### config.mk
export PLATFORM = sky130hd
export DESIGN_NAME = ram0_port_arbiter_flat
export DESIGN_NICKNAME = d
export VERILOG_FILES = /design/src/rtl/ram0_port_arbiter_if.sv /design/src/rtl/ram0_port_arbiter.sv /design/src/flat_wrapper.sv
export SDC_FILE = /design/constraint.sdc
export NUM_CORES = 1
export LEC_CHECK = 0
export ABC_AREA = 1
export ABC_CLOCK_PERIOD_IN_PS = 4000
export CORE_AREA = 2 2 134 136
export DETAILED_ROUTE_END_ITERATION = 12
export DIE_AREA = 0 0 136 138
export HOLD_SLACK_MARGIN = 0.12
export PLACE_DENSITY_LB_ADDON = 0.05
export REMOVE_ABC_BUFFERS = 1
export SLEW_MARGIN = 20
export SYNTH_ARGS = -nofsm -noshare
export SYNTH_HDL_FRONTEND = slang
export SYNTH_SLANG_ARGS = --single-unit
### constraint.sdc
create_clock -name clk -period 4 [get_ports clk]
set_input_delay 1.2 -clock clk [delete_from_list [all_inputs] [get_ports clk]]
set_output_delay 1.2 -clock clk [all_outputs]
set_load 0.05 [all_outputs]
### src/rtl/ram0_port_arbiter_if.sv
// Bundle of the two requester ports and the RAM0 read/write handshake pins
// seen by ram0_port_arbiter (slave view) and by its requesters (master view).
interface ram0_port_arbiter_if;
  logic        m0_req;
  logic        m0_we;
  logic [31:0] m0_addr;
  logic [31:0] m0_wdata;
  logic [3:0]  m0_sel;
  logic        m0_ack;
  logic [31:0] m0_rdata;
  logic        m0_err;

  logic        m1_req;
  logic        m1_we;
  logic [31:0] m1_addr;
  logic [31:0] m1_wdata;
  logic [3:0]  m1_sel;
  logic        m1_ack;
  logic [31:0] m1_rdata;
  logic        m1_err;

  logic [31:0] ram0_raddr;
  logic        ram0_ren;
  logic [31:0] ram0_rdata;
  logic        ram0_rvalid;
  logic [31:0] ram0_waddr;
  logic [31:0] ram0_wdata;
  logic        ram0_wen;
  logic [3:0]  ram0_sel;
  logic        ram0_wready;

  modport slave (
    input  m0_req, m0_we, m0_addr, m0_wdata, m0_sel,
    output m0_ack, m0_rdata, m0_err,
    input  m1_req, m1_we, m1_addr, m1_wdata, m1_sel,
    output m1_ack, m1_rdata, m1_err,
    output ram0_raddr, ram0_ren, ram0_waddr, ram0_wdata, ram0_wen, ram0_sel,
    input  ram0_rdata, ram0_rvalid, ram0_wready
  );

  modport master (
    output m0_req, m0_we, m0_addr, m0_wdata, m0_sel,
    input  m0_ack, m0_rdata, m0_err,
    output m1_req, m1_we, m1_addr, m1_wdata, m1_sel,
    input  m1_ack, m1_rdata, m1_err,
    input  ram0_raddr, ram0_ren, ram0_waddr, ram0_wdata, ram0_wen, ram0_sel,
    output ram0_rdata, ram0_rvalid, ram0_wready
  );
endinterface

### src/rtl/ram0_port_arbiter.sv
// Two-requester arbiter for the single RAM0 port (m0 = tinycpu, m1 = loader).
// Optional handshake abort enabled by defining RAM0_ARB_TIMEOUT_EN.
module ram0_port_arbiter #(
  parameter int unsigned TIMEOUT_CYCLES = 1023,
  parameter bit          FIXED_PRIO     = 1'b0
) (
  input  logic                 clk,
  input  logic                 rst,
  ram0_port_arbiter_if.slave   bus,
  output logic                 busy,
  output logic                 owner
);

  typedef enum logic [1:0] {IDLE, RD, WR, DONE} state_t;

  state_t      state;
  logic        grant;
  logic        pick_we;
  logic [31:0] pick_addr;
  logic [31:0] pick_wdata;
  logic [3:0]  pick_sel;

`ifdef RAM0_ARB_TIMEOUT_EN
  localparam int unsigned    CW       = $clog2(TIMEOUT_CYCLES + 1);
  localparam logic [CW-1:0]  CNT_LAST = CW'(TIMEOUT_CYCLES - 1);
  logic [CW-1:0] stall_cnt;
`endif

  always_comb begin
    // NOTE: every signal written here gets a default first, so no latch is inferred.
    grant = bus.m1_req;
    if (bus.m0_req && bus.m1_req) begin
      grant = FIXED_PRIO ? 1'b0 : ~owner;
    end
    pick_we    = grant ? bus.m1_we    : bus.m0_we;
    pick_addr  = grant ? bus.m1_addr  : bus.m0_addr;
    pick_wdata = grant ? bus.m1_wdata : bus.m0_wdata;
    pick_sel   = grant ? bus.m1_sel   : bus.m0_sel;
  end

  // The RAM0 address/data outputs double as the transaction latches; they
  // are cleared whenever the matching ren/wen drops.
  always_ff @(posedge clk) begin
    // NOTE: sequential state uses non-blocking assignments only; reset is
    // sampled on the edge, there is no asynchronous path.
    if (!rst) begin
      state           <= IDLE;
      busy            <= 1'b0;
      owner           <= 1'b1;
      bus.m0_ack      <= 1'b0;
      bus.m0_err      <= 1'b0;
      bus.m0_rdata    <= '0;
      bus.m1_ack      <= 1'b0;
      bus.m1_err      <= 1'b0;
      bus.m1_rdata    <= '0;
      bus.ram0_raddr  <= '0;
      bus.ram0_ren    <= 1'b0;
      bus.ram0_waddr  <= '0;
      bus.ram0_wdata  <= '0;
      bus.ram0_wen    <= 1'b0;
      bus.ram0_sel    <= '0;
`ifdef RAM0_ARB_TIMEOUT_EN
      stall_cnt       <= '0;
`endif
    end else begin
      bus.m0_ack <= 1'b0;
      bus.m1_ack <= 1'b0;
      bus.m0_err <= 1'b0;
      bus.m1_err <= 1'b0;

      case (state)
        IDLE: begin
          if (bus.m0_req || bus.m1_req) begin
            owner <= grant;
            busy  <= 1'b1;
`ifdef RAM0_ARB_TIMEOUT_EN
            stall_cnt <= '0;
`endif
            if (pick_we) begin
              bus.ram0_wen   <= 1'b1;
              bus.ram0_waddr <= pick_addr;
              bus.ram0_wdata <= pick_wdata;
              bus.ram0_sel   <= pick_sel;
              state          <= WR;
            end else begin
              bus.ram0_ren   <= 1'b1;
              bus.ram0_raddr <= pick_addr;
              state          <= RD;
            end
          end
        end

        RD: begin
          if (bus.ram0_rvalid) begin
            bus.ram0_ren   <= 1'b0;
            bus.ram0_raddr <= '0;
            state          <= DONE;
            if (owner) begin
              bus.m1_ack   <= 1'b1;
              bus.m1_rdata <= bus.ram0_rdata;
            end else begin
              bus.m0_ack   <= 1'b1;
              bus.m0_rdata <= bus.ram0_rdata;
            end
          end
`ifdef RAM0_ARB_TIMEOUT_EN
          else if (stall_cnt == CNT_LAST) begin
            bus.ram0_ren   <= 1'b0;
            bus.ram0_raddr <= '0;
            state          <= DONE;
            if (owner) begin
              bus.m1_ack   <= 1'b1;
              bus.m1_err   <= 1'b1;
              bus.m1_rdata <= '0;
            end else begin
              bus.m0_ack   <= 1'b1;
              bus.m0_err   <= 1'b1;
              bus.m0_rdata <= '0;
            end
          end else begin
            stall_cnt <= stall_cnt + 1'b1;
          end
`endif
        end

        WR: begin
          if (bus.ram0_wready) begin
            bus.ram0_wen   <= 1'b0;
            bus.ram0_waddr <= '0;
            bus.ram0_wdata <= '0;
            bus.ram0_sel   <= '0;
            state          <= DONE;
            if (owner) bus.m1_ack <= 1'b1;
            else       bus.m0_ack <= 1'b1;
          end
`ifdef RAM0_ARB_TIMEOUT_EN
          else if (stall_cnt == CNT_LAST) begin
            bus.ram0_wen   <= 1'b0;
            bus.ram0_waddr <= '0;
            bus.ram0_wdata <= '0;
            bus.ram0_sel   <= '0;
            state          <= DONE;
            if (owner) begin
              bus.m1_ack <= 1'b1;
              bus.m1_err <= 1'b1;
            end else begin
              bus.m0_ack <= 1'b1;
              bus.m0_err <= 1'b1;
            end
          end else begin
            stall_cnt <= stall_cnt + 1'b1;
          end
`endif
        end

        DONE: begin
          busy  <= 1'b0;
          state <= IDLE;
        end

        default: begin
          busy  <= 1'b0;
          state <= IDLE;
        end
      endcase
    end
  end

endmodule

### src/flat_wrapper.sv
// flat-port wrapper written by rule: the top's interface ports become plain ports
module ram0_port_arbiter_flat 
#(
  parameter int unsigned TIMEOUT_CYCLES = 1023,
  parameter bit          FIXED_PRIO     = 1'b0
)
  (clk, rst, busy, owner, bus_m0_req, bus_m0_we, bus_m0_addr, bus_m0_wdata, bus_m0_sel, bus_m0_ack, bus_m0_rdata, bus_m0_err, bus_m1_req, bus_m1_we, bus_m1_addr, bus_m1_wdata, bus_m1_sel, bus_m1_ack, bus_m1_rdata, bus_m1_err, bus_ram0_raddr, bus_ram0_ren, bus_ram0_waddr, bus_ram0_wdata, bus_ram0_wen, bus_ram0_sel, bus_ram0_rdata, bus_ram0_rvalid, bus_ram0_wready);
  ram0_port_arbiter_if bus_i ();
  input  logic clk;
  input  logic rst;
  output logic busy;
  output logic owner;
  input wire logic [$bits(bus_i.m0_req)-1:0] bus_m0_req;
  input wire logic [$bits(bus_i.m0_we)-1:0] bus_m0_we;
  input wire logic [$bits(bus_i.m0_addr)-1:0] bus_m0_addr;
  input wire logic [$bits(bus_i.m0_wdata)-1:0] bus_m0_wdata;
  input wire logic [$bits(bus_i.m0_sel)-1:0] bus_m0_sel;
  output wire logic [$bits(bus_i.m0_ack)-1:0] bus_m0_ack;
  output wire logic [$bits(bus_i.m0_rdata)-1:0] bus_m0_rdata;
  output wire logic [$bits(bus_i.m0_err)-1:0] bus_m0_err;
  input wire logic [$bits(bus_i.m1_req)-1:0] bus_m1_req;
  input wire logic [$bits(bus_i.m1_we)-1:0] bus_m1_we;
  input wire logic [$bits(bus_i.m1_addr)-1:0] bus_m1_addr;
  input wire logic [$bits(bus_i.m1_wdata)-1:0] bus_m1_wdata;
  input wire logic [$bits(bus_i.m1_sel)-1:0] bus_m1_sel;
  output wire logic [$bits(bus_i.m1_ack)-1:0] bus_m1_ack;
  output wire logic [$bits(bus_i.m1_rdata)-1:0] bus_m1_rdata;
  output wire logic [$bits(bus_i.m1_err)-1:0] bus_m1_err;
  output wire logic [$bits(bus_i.ram0_raddr)-1:0] bus_ram0_raddr;
  output wire logic [$bits(bus_i.ram0_ren)-1:0] bus_ram0_ren;
  output wire logic [$bits(bus_i.ram0_waddr)-1:0] bus_ram0_waddr;
  output wire logic [$bits(bus_i.ram0_wdata)-1:0] bus_ram0_wdata;
  output wire logic [$bits(bus_i.ram0_wen)-1:0] bus_ram0_wen;
  output wire logic [$bits(bus_i.ram0_sel)-1:0] bus_ram0_sel;
  input wire logic [$bits(bus_i.ram0_rdata)-1:0] bus_ram0_rdata;
  input wire logic [$bits(bus_i.ram0_rvalid)-1:0] bus_ram0_rvalid;
  input wire logic [$bits(bus_i.ram0_wready)-1:0] bus_ram0_wready;
  assign bus_i.m0_req = bus_m0_req;
  assign bus_i.m0_we = bus_m0_we;
  assign bus_i.m0_addr = bus_m0_addr;
  assign bus_i.m0_wdata = bus_m0_wdata;
  assign bus_i.m0_sel = bus_m0_sel;
  assign bus_m0_ack = bus_i.m0_ack;
  assign bus_m0_rdata = bus_i.m0_rdata;
  assign bus_m0_err = bus_i.m0_err;
  assign bus_i.m1_req = bus_m1_req;
  assign bus_i.m1_we = bus_m1_we;
  assign bus_i.m1_addr = bus_m1_addr;
  assign bus_i.m1_wdata = bus_m1_wdata;
  assign bus_i.m1_sel = bus_m1_sel;
  assign bus_m1_ack = bus_i.m1_ack;
  assign bus_m1_rdata = bus_i.m1_rdata;
  assign bus_m1_err = bus_i.m1_err;
  assign bus_ram0_raddr = bus_i.ram0_raddr;
  assign bus_ram0_ren = bus_i.ram0_ren;
  assign bus_ram0_waddr = bus_i.ram0_waddr;
  assign bus_ram0_wdata = bus_i.ram0_wdata;
  assign bus_ram0_wen = bus_i.ram0_wen;
  assign bus_ram0_sel = bus_i.ram0_sel;
  assign bus_i.ram0_rdata = bus_ram0_rdata;
  assign bus_i.ram0_rvalid = bus_ram0_rvalid;
  assign bus_i.ram0_wready = bus_ram0_wready;
  ram0_port_arbiter #(.TIMEOUT_CYCLES(TIMEOUT_CYCLES), .FIXED_PRIO(FIXED_PRIO)) u_core (.clk(clk), .rst(rst), .bus(bus_i), .busy(busy), .owner(owner));
endmodule
---- Yosys cells after proc, flatten, opt, wreduce, memory -nomap -nowiden ----
Index checks and enable logic that the tools add are counted.
storage, ports and cells
  bits in writable memories ............... 0
  bits in read-only memories .............. 0
  register bits ........................... 172
  logic and storage cells ................. 78
  memories kept ........................... 0
  bits in latches ......................... 0
  output and inout bits ................... 172
  input port bits ......................... 176
cells by class
  divide/modulo/power cells ............... 0
  muxes and demuxes ....................... 43
  multiply operators ...................... 0
  shifts and indexed selects .............. 0
  bitwise logic cells ..................... 1
  $lt $le $gt $ge ......................... 0
  eq/ne operators ......................... 8
  reductions and logical operators ........ 13
  add/sub/neg operators ................... 0
operators with widths
  operator              count
  $mux W32              10
  $pmux W32 S2          3
  $mux W4               4
  $mux W1               15
  $pmux W1 S2           5
  $reduce_and A3 Y1     3
  $mux W2               4
  $pmux W2 S4           1
  $pmux W4 S2           1
  $reduce_and A4 Y1     2
  $ne A2 B2 Y1 const B  3
  $reduce_bool A2 Y1    3
  $eq A2 B2 Y1 const B  2
  $ne A2 B1 Y1 const B  2
  $reduce_and A2 Y1     2
  $eq A2 B1 Y1 const B  1
  $logic_not A2 Y1      1
  $logic_and A1 B1 Y1   1
  $logic_or A1 B1 Y1    1
  $not A1 Y1            1

---- Depth between registers and ports, before layout ----
Gate-level depths: netlist of run 1.
  depth after elaboration ................. 6
  mapped depth ............................ 10
  depth with buffers taken out ............ 9

---- Worst setup path after synthesis of run 1 ----
Ideal clock, no wire load.
  kind .................................... input-to-reg
  start point ............................. input bus_m1_req
  end point ............................... register u_core.bus.ram0_wdata[0]
  required time ........................... 3.857 ns
  data arrival time ....................... 2.100 ns
  stages on the path ...................... 10
  setup slack ............................. 1.757 ns
  path buffers ............................ 3
  setup time .............................. 0.143 ns
  cells stage by stage .................... buf_4 > inv_2 > nand3_2 > inv_2 > nor2_1 > nand3_2 > buf_6 > buf_6 > nand2_2 > a21oi_2
on the way
  word-level cells in the longest chain between the ends .. 6
  elaborated cells between the ends (all ways) .. 11
  classes of those cells .................. 2 x eq/ne; 6 x mux; 3 x reduce/logical
ends and longest elaborated chain
  what                  line                        text
  from (decl)           flat_wrapper.sv:21          input wire logic [$bits(bus_i.m1_req)-1:0] bus_m1_req;
  $logic_and A1 B1 Y1   ram0_port_arbiter.sv:32     if (bus.m0_req && bus.m1_req) begin
  $mux W1               ram0_port_arbiter.sv:32
  $mux W32              ram0_port_arbiter.sv:37     pick_wdata = grant ? bus.m1_wdata : bus.m0_wdata;
  $mux W32              ram0_port_arbiter.sv:79     if (pick_we) begin
  $mux W32              ram0_port_arbiter.sv:73     if (bus.m0_req || bus.m1_req) begin
  $pmux W32 S2          ram0_port_arbiter.sv:71     case (state)
  to (signal assigned)  ram0_port_arbiter.sv:82     bus.ram0_wdata <= pick_wdata;
  to (decl)             ram0_port_arbiter_if.sv:37  output ram0_raddr, ram0_ren, ram0_waddr, ram0_wdata, ram0_wen, ram0_sel,
Parallel ways exist; a longest one is shown, timed or not. The select of a mux whose other input is x is not followed.
A chain may end at the register's enable or synchronous reset.

---- Final worst setup path of run 1 ----
  start point ............................. input bus_m0_req
  end point ............................... register u_core.bus.ram0_wdata[24]
on the way
  word-level cells in the longest chain between the ends .. 6
  elaborated cells between the ends (all ways) .. 11
  classes of those cells .................. 2 x eq/ne; 6 x mux; 3 x reduce/logical
ends and longest elaborated chain
  what                 line                     text
  from (decl)          flat_wrapper.sv:13       input wire logic [$bits(bus_i.m0_req)-1:0] bus_m0_req;
  $logic_and A1 B1 Y1  ram0_port_arbiter.sv:32
  $mux W1              ram0_port_arbiter.sv:32
  $mux W32             ram0_port_arbiter.sv:37
  $mux W32             ram0_port_arbiter.sv:79
  $mux W32             ram0_port_arbiter.sv:73
  $pmux W32 S2         ram0_port_arbiter.sv:71
Parallel ways exist; a longest one is shown, timed or not. The select of a mux whose other input is x is not followed.

==> results of run 1 <==
[layout by cell type (no fill, tap or decap), drive strengths merged]
cell / n
clkdlybuf4s50: 344
nand2: 287
clkinvlp: 2
a21oi: 170
nand4: 68
buf: 22
conb: 2
clkinv: 3
nand3: 140
bufinv: 4
dfxtp: 172
nor2: 73
nand3b: 2
ha: 5
nor3: 2
inv: 19
clkbuf: 18
o21ai: 35
[sequential cells by signal (all words and copies together) (netlist names)]
signal / cells
u_core.bus.ram0_ren: 1
u_core.bus.m1_rdata: 32
u_core.state: 2
u_core.bus.ram0_waddr: 32
u_core.owner: 1
u_core.bus.m1_ack: 1
u_core.bus.ram0_wdata: 32
u_core.bus.m0_rdata: 32
u_core.bus.m0_ack: 1
u_core.bus.ram0_wen: 1
u_core.bus.ram0_raddr: 32
u_core.busy: 1
u_core.bus.ram0_sel: 4
[per-layer routing]
metal / wire length (um) / vias to the layer above / share of wire, % / global-route usage [%]
met5: 0 / - / 0 / 0
met4: 1080 / 0 / 4.0 / 13.3
met3: 2800 / 63 / 10 / 9.06
met2: 12300 / 354 / 46 / 44.9
met1: 10800 / 3756 / 40 / 35.6
li1: - / 4197 / - / -
[area by class of cell]
| cell class | count | area (sq um) |
|---|---|---|
| clock inverter | 14 | 206 |
| clock buffer | 18 | 429 |
| multi-input combinational | 784 | 3720 |
| fill | 1565 | 5750 |
| timing repair buffer | 366 | 3640 |
| tap | 229 | 287 |
| inverter | 14 | 55.1 |
| sequential | 172 | 3440 |
[power breakdown]
part	switching (mW)	leakage (nW)	total (mW)	internal, mW
clock network	0.740	0.306	1.80	1.06
logic	2.68	2.83	3.84	1.15
registers	0.154	1.40	2.17	2.02
total	3.58	4.53	7.81	4.23
[worst min-delay path by stage]
stage | start | end | cells after the start
3_3_place_gp | u_core.bus.ram0_waddr[27] | u_core.bus.ram0_waddr[27] | 2
5_1_grt | u_core.bus.m1_rdata[8] | u_core.bus.m1_rdata[8] | 2
4_1_cts | u_core.bus.m1_rdata[28] | u_core.bus.m1_rdata[28] | 2
6_report | u_core.bus.m1_rdata[21] | u_core.bus.m1_rdata[21] | 2
3_5_place_dp | u_core.bus.m1_rdata[24] | u_core.bus.m1_rdata[24] | 2
2_1_floorplan | u_core.state[1] | u_core.state[1] | 2
[critical path, stage by stage]
cell	delay [ns]
clkdlybuf4s50_1	0.54
nand2_4	0.19
nand2_4	0.29
nand2_2	0.12
nand2_2	0.45
buf_12	0.25
nand4_1	0.09
a21oi_1	0.19
[cell families (layout without fill, tap and decap cells)]
logic type,count (synthesis),count (layout),synth area share (%)
AND/OR/NAND/NOR,572,572,33.5
other,1,2,0.0489
AO/OA/AOI/OAI,205,205,13.9
buffers and inverters,113,412,6.83
adder cells (fa/ha/maj),5,5,0.815
flip-flops,172,172,44.9
[through the flow]
| step | utilization, % | std cells |
|---|---|---|
| 2_1_floorplan | - | 970 |
| 3_3_place_gp | 63.6 | 1565 |
| 3_5_place_dp | 63.6 | 1565 |
| 4_1_cts | 67.2 | 1597 |
| 5_1_grt | 67.2 | 1597 |
| 6_report | 67.2 | 1597 |
==> metrics, run 1 <==
final setup margin ~1 ns; EDFF count, synth 0; sequential fraction of the synthesis area 44.9%; crit path kind in2reg; hold buffer count at cts 0; # IOs 348; Clock Sinks 172; PortBufs 345; Placer Congestion between 0.8 and 0.9; Clock Tree Buf Depth 2; Global Route Usage Sum 28.6%; initial antenna violation count 0; first-pass GRT wire length 42700 um; Yosys cell types 23; crit path max fanout 26; R2R setup slack 1.45 ns; max-cap violation count 0; Tmin final roughly 3 ns; # setup viols final 0; H-tree levels 4; Worst EP arrival 3.36 ns; cell area after layout 11800 sq um; Main synth FF type dfxtp_1; routed wire length 27000 um; antenna-violating nets left 0; Mapped Cells 1068; crit path launch bus_m0_req; area grow syn2layout 53.6%; Worst Setup EP u_core.bus.ram0_wdata[24]; hpwl dp 17900 um; critical path launch point type input pin; cts bufs inserted 17; skew final 0.0102 ns; Post-Place Setup Slack 0.604 ns; Worst Hold Margin 0.460 ns; Hold Vio Cnt, Final 0; Post-Synthesis Cell Area 7680 sq um; total gr overflow 0; Seq cells post-synth 172; setup tns final 0 ns; Clk pin slew, worst setup/hold paths around 0.07 ns; top cell type's share of synthesized area 44.9%; syn avg cell area 7.19 sq um; RSZ-0062 raised after global routing false; die area 18800 sq um; DR vias/cell 5.24; vias 8370; Async S/R FF share, synth 0%; die width ~140 um; area leader, netlist dfxtp_1; crit end category flip-flop; initial DRC count between 500 and 600; Design Power 7.81 mW; reg2reg path depth 8; Leak 4.53 nW; Fmax 333 MHz; share of layout cells above drive strength 1 6.65%; crit share post-route between 70 and 80%; YS warnings 0; row count a little under 50; Worst Path Required 4.36 ns; Placed Area 11200 sq um; most frequent cell after synthesis nand2_1; Residual DRC 0; Pwr per Cell Area approximately 660 nW/um^2; die height 138 um; vias in the first global route 7852; max_slew headroom 34.6%; CTS tree yes; Avg WL per Cell 16.9 um; measured slew at the worst slew-check pin 0.975 ns; R2R Path End u_core.bus.m0_rdata[7]; diodes inserted 0; setup bufs post-CTS 0; largest net degree at the start of global routing 69; Synth area leaders dfxtp_1 45%, nand2_1 13%, a21oi_1 10%; worst min-delay path category reg2reg; status finished, final reports clean; Pins Over Slew Limit 0; DRT Pass-1 Iters 5; Core Region 17500 sq um; Synth top cells by count 273 x nand2_1, 172 x dfxtp_1, 159 x a21oi_1, 136 x nand3_1, 72 x nor2_1; reg-to-reg startpoint u_core.state[1]; post-CTS sizing 0; worst skew pair latency 0.44 ns; Layout Nets 1536; maximum VDD drop 0.400 mV; Starting Density 43.8%; Root Driver clkbuf_16
(Power assumes the default switching activity.)
==> run 2: changes to the inputs <==
- ABC_CLOCK_PERIOD_IN_PS: 4000 -> 2970
- CORE_AREA: 2 2 134 136 -> default
- CORE_UTILIZATION: default -> 42
- DIE_AREA: 0 0 136 138 -> default
- clock period: 4 -> 2.97 ns (I/O delays scaled with it)
==> run 2 against run 1 <==
Against the previous run:
- cell count is 0.69% higher
- routed wire length about the same
- flip-flop and latch count unchanged
- first-iteration DRC count unchanged
- sequential power is 35% higher
- global-route usage fell by 0.88 points
- worst hold slack got worse by 0.00098 ns
- critical endpoint is now bus_ram0_wen
==> metrics, run 2 (synthesis gave the netlist of run 1 again) <==
vias 8460; worst path cell trace clkdlybuf4s50_1; Avg WL per Cell approximately 17 um; # setup viols final 0; PortBufs approximately 350; row count 49; H-tree levels 4; die height 137 um; hpwl dp 18300 um; DRT Pass-1 Iters 5; crit share post-route around 85%; initial antenna violation count 0; RSZ-0062 raised after global routing false; Global Route Usage Sum approximately 28%; maximum VDD drop about 0.7 mV; worst min-delay path category reg2reg; setup tns final 0 ns; antenna-violating nets left 0; DR vias/cell around 5.3; fill count 1579; Worst Path Required 2.08 ns; status finished, final reports clean; Fmax 394 MHz; register area ~3400 sq um; routed wire length 27000 um; Design Power approximately 11 mW; Core Region 18000 sq um; largest net degree at the start of global routing 70; measured slew at the worst slew-check pin between 0.6 and 0.7 ns; Worst EP arrival roughly 1.7 ns; Placer Congestion 0.807; Clock Sinks 172; # IOs between 300 and 400; max-cap violation count 0; Starting Density 42.7%; Hold Vio Cnt, Final 0; CTS tree yes; hold buffer count at cts 0; crit path kind reg2out; Pins Over Slew Limit 0; Clk pin slew, worst setup/hold paths roughly 0.07 ns; total gr overflow 0; cts bufs inserted 17; initial DRC count 505; max_slew headroom 58.5%; crit path max fanout 2; Leak approximately 4.6 nW; diodes inserted 0; setup bufs post-CTS 0; area grow syn2layout 55.1%; Pwr per Cell Area ~900 nW/um^2; Multi-input gate area 3730 sq um; commonest non-fill, non-tap cell in the layout clkdlybuf4s50_1; Residual DRC 0; commonest cells after routing, fill and taps aside 343 x clkdlybuf4s50_1, 272 x nand2_1, 172 x dfxtp_1; CP top delay family buffers and inverters; die area 18800 sq um; Clock Tree Buf Depth 2; Layout Nets 1547; crit end category primary output; Tmin final 2.54 ns; post-CTS sizing 0; skew final 0.00996 ns; WP buf/inv 1; Root Driver clkbuf_16; critical path launch point type flip-flop; Final Util 66.3%; CP peak stage delay around 0.89 ns; share of layout cells above drive strength 1 under 10%; first-pass GRT wire length 40300 um; die width 137 um; vias in the first global route 7588; worst skew pair latency between 0.4 and 0.5 ns; CP max-delay cell clkdlybuf4s50_1
## run 2: layer usage
metal	routed length, um	GRT usage [%]
met1	10900	33.2
met2	12700	46.4
met3	2510	7.76
met4	874	11.8
met5	0	0
## run 2: through the flow
stage                     setup WS (ns)  area, sq um  hold WS [ns]  std cells
after CTS                         0.392        11900         0.462       1608
after global placement            0.355        11300         0.447       1576
after global routing              0.386        11900         0.474       1608
final                             0.431        11900         0.459       1608
after detailed placement          0.306        11300         0.451       1576
after floorplan                   -1.21         7210         0.478        970
## run 2: final timing paths
| kind | endpoint | slack, ns | start | cells after the start |
|---|---|---|---|---|
| max | bus_ram0_wen | 0.43 | u_core.bus.ram0_wen | 1 |
| min | u_core.bus.ram0_wdata[16] | 0.46 | u_core.bus.ram0_wdata[16] | 2 |
| max reg2reg | u_core.bus.ram0_sel[3] | 0.97 | u_core.state[0] | 9 |
| min reg2reg | u_core.bus.ram0_wdata[16] | 0.46 | u_core.bus.ram0_wdata[16] | 2 |
## run 2: where the power goes
part / internal [mW] / switching (mW) / leakage (nW)
combinational: 1.71 / 3.66 / 2.91
clock: 1.26 / 0.979 / 0.278
sequential: 2.72 / 0.217 / 1.40
## run 2: final cells by class
type / count / area share (%)
Inverter: 14 / 0.463
Sequential cell: 172 / 28.9
Clock inverter: 14 / 1.32
Clock buffer: 18 / 3.61
Tap cell: 229 / 2.41
Multi-Input combinational cell: 784 / 31.4
Timing Repair Buffer: 377 / 31.9
## run 2: worst reg2reg max path, stage by stage (launching register included)
cell	delay [ns]
dfxtp_1	0.38
inv_1	0.09
ha_1	0.22
inv_2	0.31
nor2_1	0.10
nor2_1	0.22
nand3_4	0.10
buf_12	0.19
nand2_1	0.22
a21oi_1	0.06
